[config.mk]
export PLATFORM = sky130hd
export DESIGN_NAME = instruction_fetch_unit
export DESIGN_NICKNAME = d
export VERILOG_FILES = /design/src/rtl/ifetch_pkg.sv /design/src/rtl/ifetch_opclass.sv /design/src/rtl/instruction_fetch_unit.sv
export SDC_FILE = /design/constraint.sdc
export NUM_CORES = 1
export LEC_CHECK = 0
export CORE_AREA = 3 3 119 121
export CTS_BUF_LIST = sky130_fd_sc_hd__clkbuf_4 sky130_fd_sc_hd__clkbuf_8 sky130_fd_sc_hd__clkbuf_16
export DETAILED_ROUTE_END_ITERATION = 16
export DIE_AREA = 0 0 122 124
export SKIP_LAST_GASP = 1
export SYNTH_ARGS = -nofsm -noshare
export SYNTH_HDL_FRONTEND = slang
export SYNTH_SLANG_ARGS = --single-unit
[constraint.sdc]
create_clock -name Clk -period 2.2 [get_ports Clk]
set_input_delay 0.44 -clock Clk [delete_from_list [all_inputs] [get_ports Clk]]
set_output_delay 0.44 -clock Clk [all_outputs]
set_load 0.01 [all_outputs]
[src/rtl/ifetch_pkg.sv]
// ifetch_pkg
// Shared definitions for the instruction fetch unit: FSM state encoding,
// execution-engine opcode values and the 4-bit peripheral select codes that
// occupy address[15:12] on the shared bus.
package ifetch_pkg;

  typedef enum logic [2:0] {
    ST_IDLE  = 3'd0,
    ST_REQ   = 3'd1,
    ST_WAIT  = 3'd2,
    ST_VALID = 3'd3,
    ST_HALT  = 3'd4
  } ifetch_state_e;

  // Matrix ALU opcodes
  localparam logic [7:0] OP_MMULT     = 8'h00;
  localparam logic [7:0] OP_MADD      = 8'h01;
  localparam logic [7:0] OP_MSUB      = 8'h02;
  localparam logic [7:0] OP_MTRANSP   = 8'h03;
  localparam logic [7:0] OP_MSCALE    = 8'h04;
  localparam logic [7:0] OP_MSCALEIMM = 8'h05;
  // Integer ALU opcodes
  localparam logic [7:0] OP_INTADD    = 8'h10;
  localparam logic [7:0] OP_INTSUB    = 8'h11;
  localparam logic [7:0] OP_INTMUL    = 8'h12;
  localparam logic [7:0] OP_INTDIV    = 8'h13;
  // Program terminator
  localparam logic [7:0] OP_STOP      = 8'hFF;

  // Peripheral select codes (address[15:12])
  localparam logic [3:0] SEL_MAINMEM  = 4'b0000;
  localparam logic [3:0] SEL_IMEM     = 4'b1000;
  localparam logic [3:0] SEL_MALU     = 4'b0100;
  localparam logic [3:0] SEL_IALU     = 4'b0101;
  localparam logic [3:0] SEL_REG      = 4'b0010;
  localparam logic [3:0] SEL_EXEC     = 4'b0001;

endpackage

[src/rtl/ifetch_opclass.sv]
// ifetch_opclass
// Combinational opcode classifier used by the fetch FSM at the capture edge.
//   opcode_i  : opcode byte of the fetched word
//   is_stop_o : opcode is the Stop terminator (FFh)
//   is_legal_o: opcode may be presented to the execution engine
// Configuration macro IFETCH_OPCHECK_EN: when defined, only 00h-05h and
// 10h-13h are legal; when undefined, every non-Stop opcode is legal, which
// means the fetch unit never raises IllegalOp.
import ifetch_pkg::*;

module ifetch_opclass (
  input  logic [7:0] opcode_i,
  output logic       is_stop_o,
  output logic       is_legal_o
);

  assign is_stop_o = (opcode_i == OP_STOP);

`ifdef IFETCH_OPCHECK_EN
  always_comb begin
    is_legal_o = 1'b0;
    if (opcode_i >= OP_MMULT && opcode_i <= OP_MSCALEIMM) begin
      is_legal_o = 1'b1;
    end else if (opcode_i >= OP_INTADD && opcode_i <= OP_INTDIV) begin
      is_legal_o = 1'b1;
    end else if (opcode_i == OP_STOP) begin
      is_legal_o = 1'b1;
    end
  end
`else
  assign is_legal_o = 1'b1;
`endif

endmodule

[src/rtl/instruction_fetch_unit.sv]
// instruction_fetch_unit
// Bus initiator that fetches 32-bit instruction words from instruction memory
// starting at PC 0 after a Start pulse, waits out the memory read latency and
// presents the opcode/dest/src1/src2 bytes to the execution engine with a
// valid/ready handshake. Stops on the Stop opcode or at the end of IMEM.
// Ports:
//   Clk, Reset          : clock, synchronous active-high reset
//   Start               : begin fetching at PC 0 (IDLE or HALT only)
//   address, nRead      : registered bus request ({IMEM_SEL, PC}, active-low)
//   DataIn              : memory read data, instruction in [31:0]
//   InstrReady          : execution engine accepts the presented instruction
//   InstrValid, Opcode, Dest, Src1, Src2 : presented instruction
//   Busy, Halted        : status
//   Overrun, IllegalOp  : sticky error flags, cleared by Start
// Configuration macro IFETCH_OPCHECK_EN enables the illegal-opcode check
// (implemented in ifetch_opclass); without it IllegalOp stays 0.
import ifetch_pkg::*;

module instruction_fetch_unit #(
  parameter logic [3:0] IMEM_SEL     = SEL_IMEM,
  parameter int          IMEM_DEPTH   = 10,
  parameter int          READ_LATENCY = 1
) (
  input  logic         Clk,
  input  logic         Reset,
  input  logic         Start,
  output logic [15:0]  address,
  output logic         nRead,
  input  logic [255:0] DataIn,
  input  logic         InstrReady,
  output logic         InstrValid,
  output logic [7:0]   Opcode,
  output logic [7:0]   Dest,
  output logic [7:0]   Src1,
  output logic [7:0]   Src2,
  output logic         Busy,
  output logic         Halted,
  output logic         Overrun,
  output logic         IllegalOp
);

  localparam logic [11:0] PC_LAST   = 12'(IMEM_DEPTH - 1);
  // WAIT counts down from READ_LATENCY-1; capture happens when it reads 0.
  localparam logic [1:0]  WAIT_INIT = 2'(READ_LATENCY - 1);

  ifetch_state_e state_q, state_d;
  logic [11:0]   pc_q, pc_d;
  logic [1:0]    wait_cnt_q, wait_cnt_d;
  logic [15:0]   address_q, address_d;
  logic          nread_q, nread_d;
  logic [7:0]    opcode_q, opcode_d;
  logic [7:0]    dest_q, dest_d;
  logic [7:0]    src1_q, src1_d;
  logic [7:0]    src2_q, src2_d;
  logic          overrun_q, overrun_d;
  logic          illegal_q, illegal_d;

  logic          is_stop;
  logic          is_legal;
  logic          data_unused;

  // Only the low word of the wide bus carries the instruction.
  assign data_unused = ^DataIn[255:32];

  ifetch_opclass u_opclass (
    .opcode_i   (DataIn[31:24]),
    .is_stop_o  (is_stop),
    .is_legal_o (is_legal)
  );

  always_comb begin
    state_d    = state_q;
    pc_d       = pc_q;
    wait_cnt_d = wait_cnt_q;
    address_d  = address_q;
    nread_d    = 1'b1;
    opcode_d   = opcode_q;
    dest_d     = dest_q;
    src1_d     = src1_q;
    src2_d     = src2_q;
    overrun_d  = overrun_q;
    illegal_d  = illegal_q;

    unique case (state_q)
      ST_IDLE, ST_HALT: begin
        if (Start) begin
          pc_d      = 12'h000;
          overrun_d = 1'b0;
          illegal_d = 1'b0;
          // Request is issued straight from the Start edge.
          address_d = {IMEM_SEL, 12'h000};
          nread_d   = 1'b0;
          state_d   = ST_REQ;
        end
      end
      ST_REQ: begin
        wait_cnt_d = WAIT_INIT;
        state_d    = ST_WAIT;
      end
      ST_WAIT: begin
        if (wait_cnt_q == 2'd0) begin
          if (is_stop) begin
            state_d = ST_HALT;
          end else if (!is_legal) begin
            illegal_d = 1'b1;
            state_d   = ST_HALT;
          end else begin
            opcode_d = DataIn[31:24];
            dest_d   = DataIn[23:16];
            src1_d   = DataIn[15:8];
            src2_d   = DataIn[7:0];
            state_d  = ST_VALID;
          end
        end else begin
          wait_cnt_d = wait_cnt_q - 2'd1;
        end
      end
      ST_VALID: begin
        if (InstrReady) begin
          // End-of-space check precedes the increment, so PC never wraps.
          if (pc_q == PC_LAST) begin
            overrun_d = 1'b1;
            state_d   = ST_HALT;
          end else begin
            pc_d      = pc_q + 12'd1;
            address_d = {IMEM_SEL, pc_q + 12'd1};
            nread_d   = 1'b0;
            state_d   = ST_REQ;
          end
        end
      end
      default: begin
        state_d = ST_IDLE;
      end
    endcase
  end

  always_ff @(posedge Clk) begin
    if (Reset) begin
      state_q    <= ST_IDLE;
      pc_q       <= 12'h000;
      wait_cnt_q <= 2'd0;
      address_q  <= 16'h0000;
      nread_q    <= 1'b1;
      opcode_q   <= 8'h00;
      dest_q     <= 8'h00;
      src1_q     <= 8'h00;
      src2_q     <= 8'h00;
      overrun_q  <= 1'b0;
      illegal_q  <= 1'b0;
    end else begin
      state_q    <= state_d;
      pc_q       <= pc_d;
      wait_cnt_q <= wait_cnt_d;
      address_q  <= address_d;
      nread_q    <= nread_d;
      opcode_q   <= opcode_d;
      dest_q     <= dest_d;
      src1_q     <= src1_d;
      src2_q     <= src2_d;
      overrun_q  <= overrun_d;
      illegal_q  <= illegal_d;
    end
  end

  assign address    = address_q;
  assign nRead      = nread_q;
  assign InstrValid = (state_q == ST_VALID);
  assign Opcode     = opcode_q;
  assign Dest       = dest_q;
  assign Src1       = src1_q;
  assign Src2       = src2_q;
  assign Busy       = (state_q == ST_REQ) || (state_q == ST_WAIT) || (state_q == ST_VALID);
  assign Halted     = (state_q == ST_HALT);
  assign Overrun    = overrun_q;
  assign IllegalOp  = illegal_q;

endmodule

Word level (Yosys, flattened, before mapping)
Cells that the tools add are included.
{"block": "classes", "add_sub_neg": 2, "n_eq_ne": 12, "muxes": 24, "n_bitwise": 1, "n_reduce_logical": 12}
{"cell": "$mux 16", "n": 3}
{"cell": "$mux 12", "n": 3}
{"cell": "$pmux 16 s2", "n": 1}
{"cell": "$pmux 12 s2", "n": 1}
{"cell": "$mux 3", "n": 5}
{"cell": "$add 12x1->12 const B", "n": 1}
{"cell": "$eq 12x4->1 const B", "n": 1}
{"cell": "$pmux 3 s4", "n": 1}
{"cell": "$ne 2x2->1 const B", "n": 5}
{"cell": "$eq 8x8->1 const B", "n": 1}
{"cell": "$reduce_and 4->1", "n": 2}
{"cell": "$eq 3x2->1 const B", "n": 2}
{"cell": "$mux 1", "n": 6}
{"cell": "$reduce_and 3->1", "n": 2}
{"cell": "$pmux 1 s2", "n": 2}
{"cell": "$pmux 2 s2", "n": 1}
{"cell": "$reduce_bool 2->1", "n": 2}
{"cell": "$eq 3x1->1 const B", "n": 1}
{"cell": "$eq 3x3->1 const B", "n": 1}
{"cell": "$logic_not 3->1", "n": 1}
{"cell": "$logic_not 2->1", "n": 1}
{"cell": "$logic_or 1x1->1", "n": 2}
{"cell": "$mux 2", "n": 1}
{"cell": "$ne 2x1->1 const B", "n": 1}
{"cell": "other kinds (4)", "n": 4}
{"block": "totals", "ff_bits": 67, "inputBits": 260, "out_inout_bits": 54, "word_cells": 61}

Depth between registers and ports, before layout
{"block": "logic_depth", "depth_word": 4, "depth_mapped": 7}

Cells and area by module
A second synthesis with hierarchy kept.
{"block": "unflattened", "cells_unflattened": 281, "area_unflattened_um2": 2324.7}
{"module": "instruction_fetch_unit", "n_inst": 1, "cells_per_inst": 276, "area_each_um2": 2297.2, "seq_area_each_um2": 1061.0}
{"module": "ifetch_opclass", "n_inst": 1, "cells_per_inst": 5, "area_each_um2": 27.5, "seq_area_each_um2": 0.0}

Worst setup path before layout
OpenSTA, ideal clock, no wires.
{"block": "synth_timing", "path_kind": "register -> register", "from": "register pc_q[1]", "to": "register pc_q[3]", "setup_time_ps": 70, "t_arrival_ps": 1638, "slack_ps": 492, "stages_incl_launch_ff": 8, "n_path_buf": 1, "cell_sequence": "dfxtp_1 inv_1 ha_1 nor4b_1 and4_1 buf_6 or4_1 a21boi_1"}
{"block": "synth_via", "elab_chain_len": 4, "elab_cells_between_ends": 7, "classes_between": "1 x add/sub; 2 x eq/ne; 3 x mux; 1 x reduce/logical"}
{"item": "start: declaration", "line": "instruction_fetch_unit.sv:47", "text": "logic [11:0] pc_q, pc_d;"}
{"item": "start signal: assignment", "line": "instruction_fetch_unit.sv:153", "text": "pc_q <= pc_d;"}
{"item": "$add 12x1->12", "line": "instruction_fetch_unit.sv:125", "text": "pc_d = pc_q + 12'd1;"}
{"item": "$mux 12", "line": "instruction_fetch_unit.sv:121", "text": "if (pc_q == PC_LAST) begin"}
{"item": "$mux 12", "line": "instruction_fetch_unit.sv:119", "text": "if (InstrReady) begin"}
{"item": "$pmux 12 s2", "line": "instruction_fetch_unit.sv:84", "text": "unique case (state_q)"}
Several ways; a longest one is shown, not always the timed one. The select of a mux whose other input is x is not followed.
A chain may end at the register's enable or synchronous reset.

Final worst setup path
{"block": "layout_timing", "from": "register state_q[0]", "to": "output InstrValid"}
{"block": "layout_via", "elab_chain_len": 1}
{"item": "start: declaration", "line": "instruction_fetch_unit.sv:46", "text": "ifetch_state_e state_q, state_d;"}
{"item": "start signal: assignment", "line": "instruction_fetch_unit.sv:152", "text": "state_q <= state_d;"}
{"item": "$eq 3x2->1", "line": "instruction_fetch_unit.sv:168", "text": "assign InstrValid = (state_q == ST_VALID);"}
{"item": "end: declaration", "line": "instruction_fetch_unit.sv:31", "text": "output logic InstrValid,"}
No other way between the ends.

==> impl_metrics.xml <==
<?xml version="1.0" encoding="UTF-8"?>
<metrics>
  <group name="run_status">
    <metric name="status" unit="">finished clean</metric>
  </group>
  <group name="floorplan">
    <metric name="core.rowCount" unit="">42</metric>
    <metric name="ioPinCount" unit="">314</metric>
    <metric name="floorplan.die_area" unit="sq mm">0.0151</metric>
    <metric name="floorplan.initialDensity" unit="%">18.1</metric>
    <metric name="floorplan.core_area" unit="sq mm">0.0132</metric>
    <metric name="die-height" unit="um">124</metric>
    <metric name="die_width" unit="um">122</metric>
  </group>
  <group name="layout">
    <metric name="insertedDiodeCount" unit="">0</metric>
    <metric name="drive_gt1_share" unit="%">7.74</metric>
    <metric name="final_cells" unit="">525</metric>
    <metric name="layout.core_utilization" unit="%">27.7</metric>
    <metric name="layout.cell_area.non_filler" unit="sq mm">0.00366</metric>
    <metric name="synthToLayoutAreaGrowth" unit="%">53.3</metric>
    <metric name="nets" unit="">611</metric>
  </group>
  <group name="place">
    <metric name="place.port_buffers" unit="">85</metric>
    <metric name="place_congestion" unit="">0.836</metric>
    <metric name="place_ws" unit="ns">0.0783</metric>
    <metric name="dp.final_hpwl" unit="um">5330</metric>
    <metric name="dpl_cell_area" unit="sq mm">0.00347</metric>
    <metric name="place.detailed.instances" unit="">517</metric>
  </group>
  <group name="clock_network">
    <metric name="clock_sink_count" unit="">52</metric>
    <metric name="cts-resized-gates" unit="">0</metric>
    <metric name="cts_setup_buffers" unit="">0</metric>
    <metric name="clock_insertion_delay_worst_skew" unit="ns">0.30</metric>
    <metric name="hold_buffers_post_cts" unit="">0</metric>
    <metric name="htree_num_levels" unit="">2</metric>
    <metric name="clock_tree.root_cell" unit="">sky130_fd_sc_hd__clkbuf_16</metric>
    <metric name="cts_inserted_buffers" unit="">5</metric>
    <metric name="clk_pin_slew" unit="ns">0.07</metric>
    <metric name="max-clock-path-buffers" unit="">2</metric>
    <metric name="cts_tree" unit="">built</metric>
  </group>
  <group name="timing">
    <metric name="hold_viol_final" unit="">0</metric>
    <metric name="slew_viol_final" unit="">0</metric>
    <metric name="setup_violations" unit="">0</metric>
    <metric name="setup_slack_of_the_critical_path_after_layout" unit="ns">0.128</metric>
    <metric name="finalSetupTns" unit="ns">0</metric>
    <metric name="hold_slack" unit="ns">0.476</metric>
    <metric name="finalWorstPathRequiredPeriod" unit="ns">2.07</metric>
    <metric name="grt_setup_unrepaired" unit="">no</metric>
    <metric name="achievable-frequency" unit="MHz">483</metric>
    <metric name="clock-skew-final" unit="ns">0.0107</metric>
    <metric name="finalCritPeriodShare" unit="%">94.2</metric>
  </group>
  <group name="worst_setup_path">
    <metric name="timing.reg2reg.setup_slack" unit="ns">0.28</metric>
    <metric name="path_class" unit="">reg2out</metric>
    <metric name="worstReg2RegStart" unit="">pc_q[0]</metric>
    <metric name="worstSetupEndpointType" unit="">primary output</metric>
    <metric name="max_stage_delay" unit="ns">0.54</metric>
    <metric name="worst_setup_path_start_kind" unit="">flip-flop</metric>
    <metric name="critical-path-slowest-cell" unit="">sky130_fd_sc_hd__clkdlybuf4s50_1</metric>
    <metric name="worstPathMaxFanout" unit="">9</metric>
    <metric name="critical_path_data_arrival_time" unit="ns">1.63</metric>
    <metric name="crit-reg2reg-capture" unit="">pc_q[2]</metric>
    <metric name="ff2ff_path_depth" unit="">5</metric>
    <metric name="timing.critical_path.required" unit="ns">1.76</metric>
    <metric name="crit_path_cell_trace" unit="">nand3b_4 -&gt; inv_4 -&gt; clkdlybuf4s50_1</metric>
  </group>
  <group name="power_and_ir_drop">
    <metric name="static-leakage-power" unit="nW">1.55</metric>
    <metric name="peakVddDrop" unit="mV">0.451</metric>
    <metric name="final_power" unit="mW">2.66</metric>
    <metric name="power_dens_cells" unit="mW/mm^2">728</metric>
  </group>
  <group name="synth">
    <metric name="synth_area" unit="sq mm">0.00239</metric>
    <metric name="ys_ff_latch" unit="">52</metric>
    <metric name="async_flop_share" unit="%">0</metric>
    <metric name="ys_dominant_reg_cell" unit="">sky130_fd_sc_hd__dfxtp_1</metric>
    <metric name="synth.yosys.seq_area_share" unit="%">43.6</metric>
    <metric name="synth_enable_flop_cells" unit="">0</metric>
    <metric name="synth_cell_type_count" unit="">47</metric>
    <metric name="synth_warnings" unit="">0</metric>
    <metric name="syn_avg_cell_area" unit="sq um">9.08</metric>
    <metric name="mapped_cells" unit="">263</metric>
  </group>
  <group name="route">
    <metric name="num_vias" unit="">2225</metric>
    <metric name="route.antenna.remaining_nets" unit="">0</metric>
    <metric name="drt-vias-per-instance" unit="">4.24</metric>
    <metric name="drt_first_pass_iters" unit="">4</metric>
    <metric name="detail_route.wirelength" unit="um">6930</metric>
    <metric name="post_drt_wl_per_cell" unit="um">13.2</metric>
    <metric name="drc" unit="">0</metric>
    <metric name="detailedRoute.firstIterationViolations" unit="">142</metric>
  </group>
  <group name="worst_hold_path">
    <metric name="timing.hold.worst.start" unit="">address[15]</metric>
    <metric name="worst_hold_path.num_cells" unit="">1</metric>
    <metric name="min-delay-path-class" unit="">reg2reg</metric>
    <metric name="min_delay_worst_endpoint" unit="">address[15]</metric>
  </group>
  <group name="global_route">
    <metric name="grt-ovfl-total" unit="">0</metric>
    <metric name="antenna_found_initial" unit="">0</metric>
    <metric name="grt_start_max_net_pins" unit="">36</metric>
    <metric name="first_global_vias" unit="">2230</metric>
    <metric name="global_route_usage_over_all_layers" unit="%">9.12</metric>
    <metric name="grt_pass1_wl" unit="um">11100</metric>
  </group>
  <group name="run">
    <metric name="maxCapViolCount" unit="">0</metric>
  </group>
</metrics>
-- flip-flops by register name, indices dropped and copies added (netlist names) --
register and count:
state_q 3, nRead 1, Src1 8, Overrun 1, Src2 8, address 2, Opcode 8, pc_q 11
Dest 8, wait_cnt_q 2
-- cell type report --
type	count	area [sq um]
clock inverters	3	68.8
inverters	8	32.5
fillers	1390	9530
clock buffers	5	125
multi-input cells	184	1210
repair buffers	97	966
well taps	176	220
flip-flops and latches	52	1040
-- synth_stat cells (2+ instances only) --
library cell / n / share of area, %
sky130_fd_sc_hd__dfxtp_1: 52 / 44
sky130_fd_sc_hd__nor2_1: 43 / 6.8
sky130_fd_sc_hd__mux2i_1: 33 / 14
sky130_fd_sc_hd__a21oi_1: 18 / 3.8
sky130_fd_sc_hd__clkbuf_1: 11 / 1.7
sky130_fd_sc_hd__nand2_1: 11 / 1.7
sky130_fd_sc_hd__o21ai_0: 10 / 2.1
sky130_fd_sc_hd__inv_1: 7 / 1.1
sky130_fd_sc_hd__nand2b_1: 6 / 1.6
sky130_fd_sc_hd__buf_4: 5 / 1.6
sky130_fd_sc_hd__or3_1: 5 / 1.3
sky130_fd_sc_hd__or4_1: 5 / 1.6
sky130_fd_sc_hd__a31oi_1: 3 / 0.79
sky130_fd_sc_hd__and4_1: 3 / 1.1
sky130_fd_sc_hd__buf_2: 3 / 0.63
sky130_fd_sc_hd__buf_6: 3 / 1.4
sky130_fd_sc_hd__ha_1: 3 / 1.6
sky130_fd_sc_hd__nand3_1: 3 / 0.63
sky130_fd_sc_hd__nand4_1: 3 / 0.79
sky130_fd_sc_hd__nor3_1: 3 / 0.63
sky130_fd_sc_hd__nor4_1: 3 / 0.79
sky130_fd_sc_hd__a21boi_1: 2 / 0.63
sky130_fd_sc_hd__and3_1: 2 / 0.52
sky130_fd_sc_hd__nor3b_1: 2 / 0.63
sky130_fd_sc_hd__o31ai_1: 2 / 0.63
-- how the worst max path moves through the flow --
stage	start	end	slack [ns]	cells after the start
after floorplan	pc_q[1]	pc_q[3]	0.49	7
after global placement	DataIn[31]	Src2[6]	0.11	6
after detailed placement	DataIn[31]	Src2[4]	0.08	6
after CTS	state_q[0]	InstrValid	0.12	3
after global routing	state_q[0]	InstrValid	0.06	3
final	state_q[0]	InstrValid	0.13	3
-- kinds of logic (layout without fill, tap and decap cells) --
| family | Yosys count | count (layout) | synth area share (%) |
|---|---|---|---|
| simple gates | 97 | 97 | 21.6 |
| flops | 52 | 52 | 43.6 |
| compound gates | 47 | 47 | 12.5 |
| mux | 33 | 33 | 13.8 |
| buf+inv | 30 | 113 | 6.71 |
| fa+ha+maj | 3 | 3 | 1.57 |
| other cells | 1 | 4 | 0.157 |
-- layer usage --
metal  track usage [%]  vias to the layer above  routed length (um)
met3              5.68                        6                 905
met1              10.5                     1027                2840
met2              14.4                       95                3140
met5                 0                        -                   0
li1                  -                     1097                   -
met4              2.03                        0                  44
-- placed cells by master, fill, tap and decap left out, drive strengths merged, types with 6 or more instances in the layout --
cell type	netlist	layout
inv	8	9
nand2	11	11
nor2	43	43
mux2i	33	33
clkdlybuf4s50	0	85
a21oi	19	19
buf	11	12
o21ai	10	10
dfxtp	52	52
nand2b	6	6
-- where the power goes --
| group | leakage (nW) | switching [mW] | internal [mW] |
|---|---|---|---|
| Sequential | 0.421 | 0.0426 | 1.00 |
| Clock | 0.0944 | 0.375 | 0.657 |
| Combinational | 1.04 | 0.274 | 0.313 |
| Total | 1.55 | 0.692 | 1.97 |
-- worst max-delay path: cells and delay by family, from the launching register on --
family / cells / cell delay, ns
buf+inv: 2 / 0.67
flops: 1 / 0.48
simple gates: 1 / 0.20
Power figures use the tool's default switching activity.
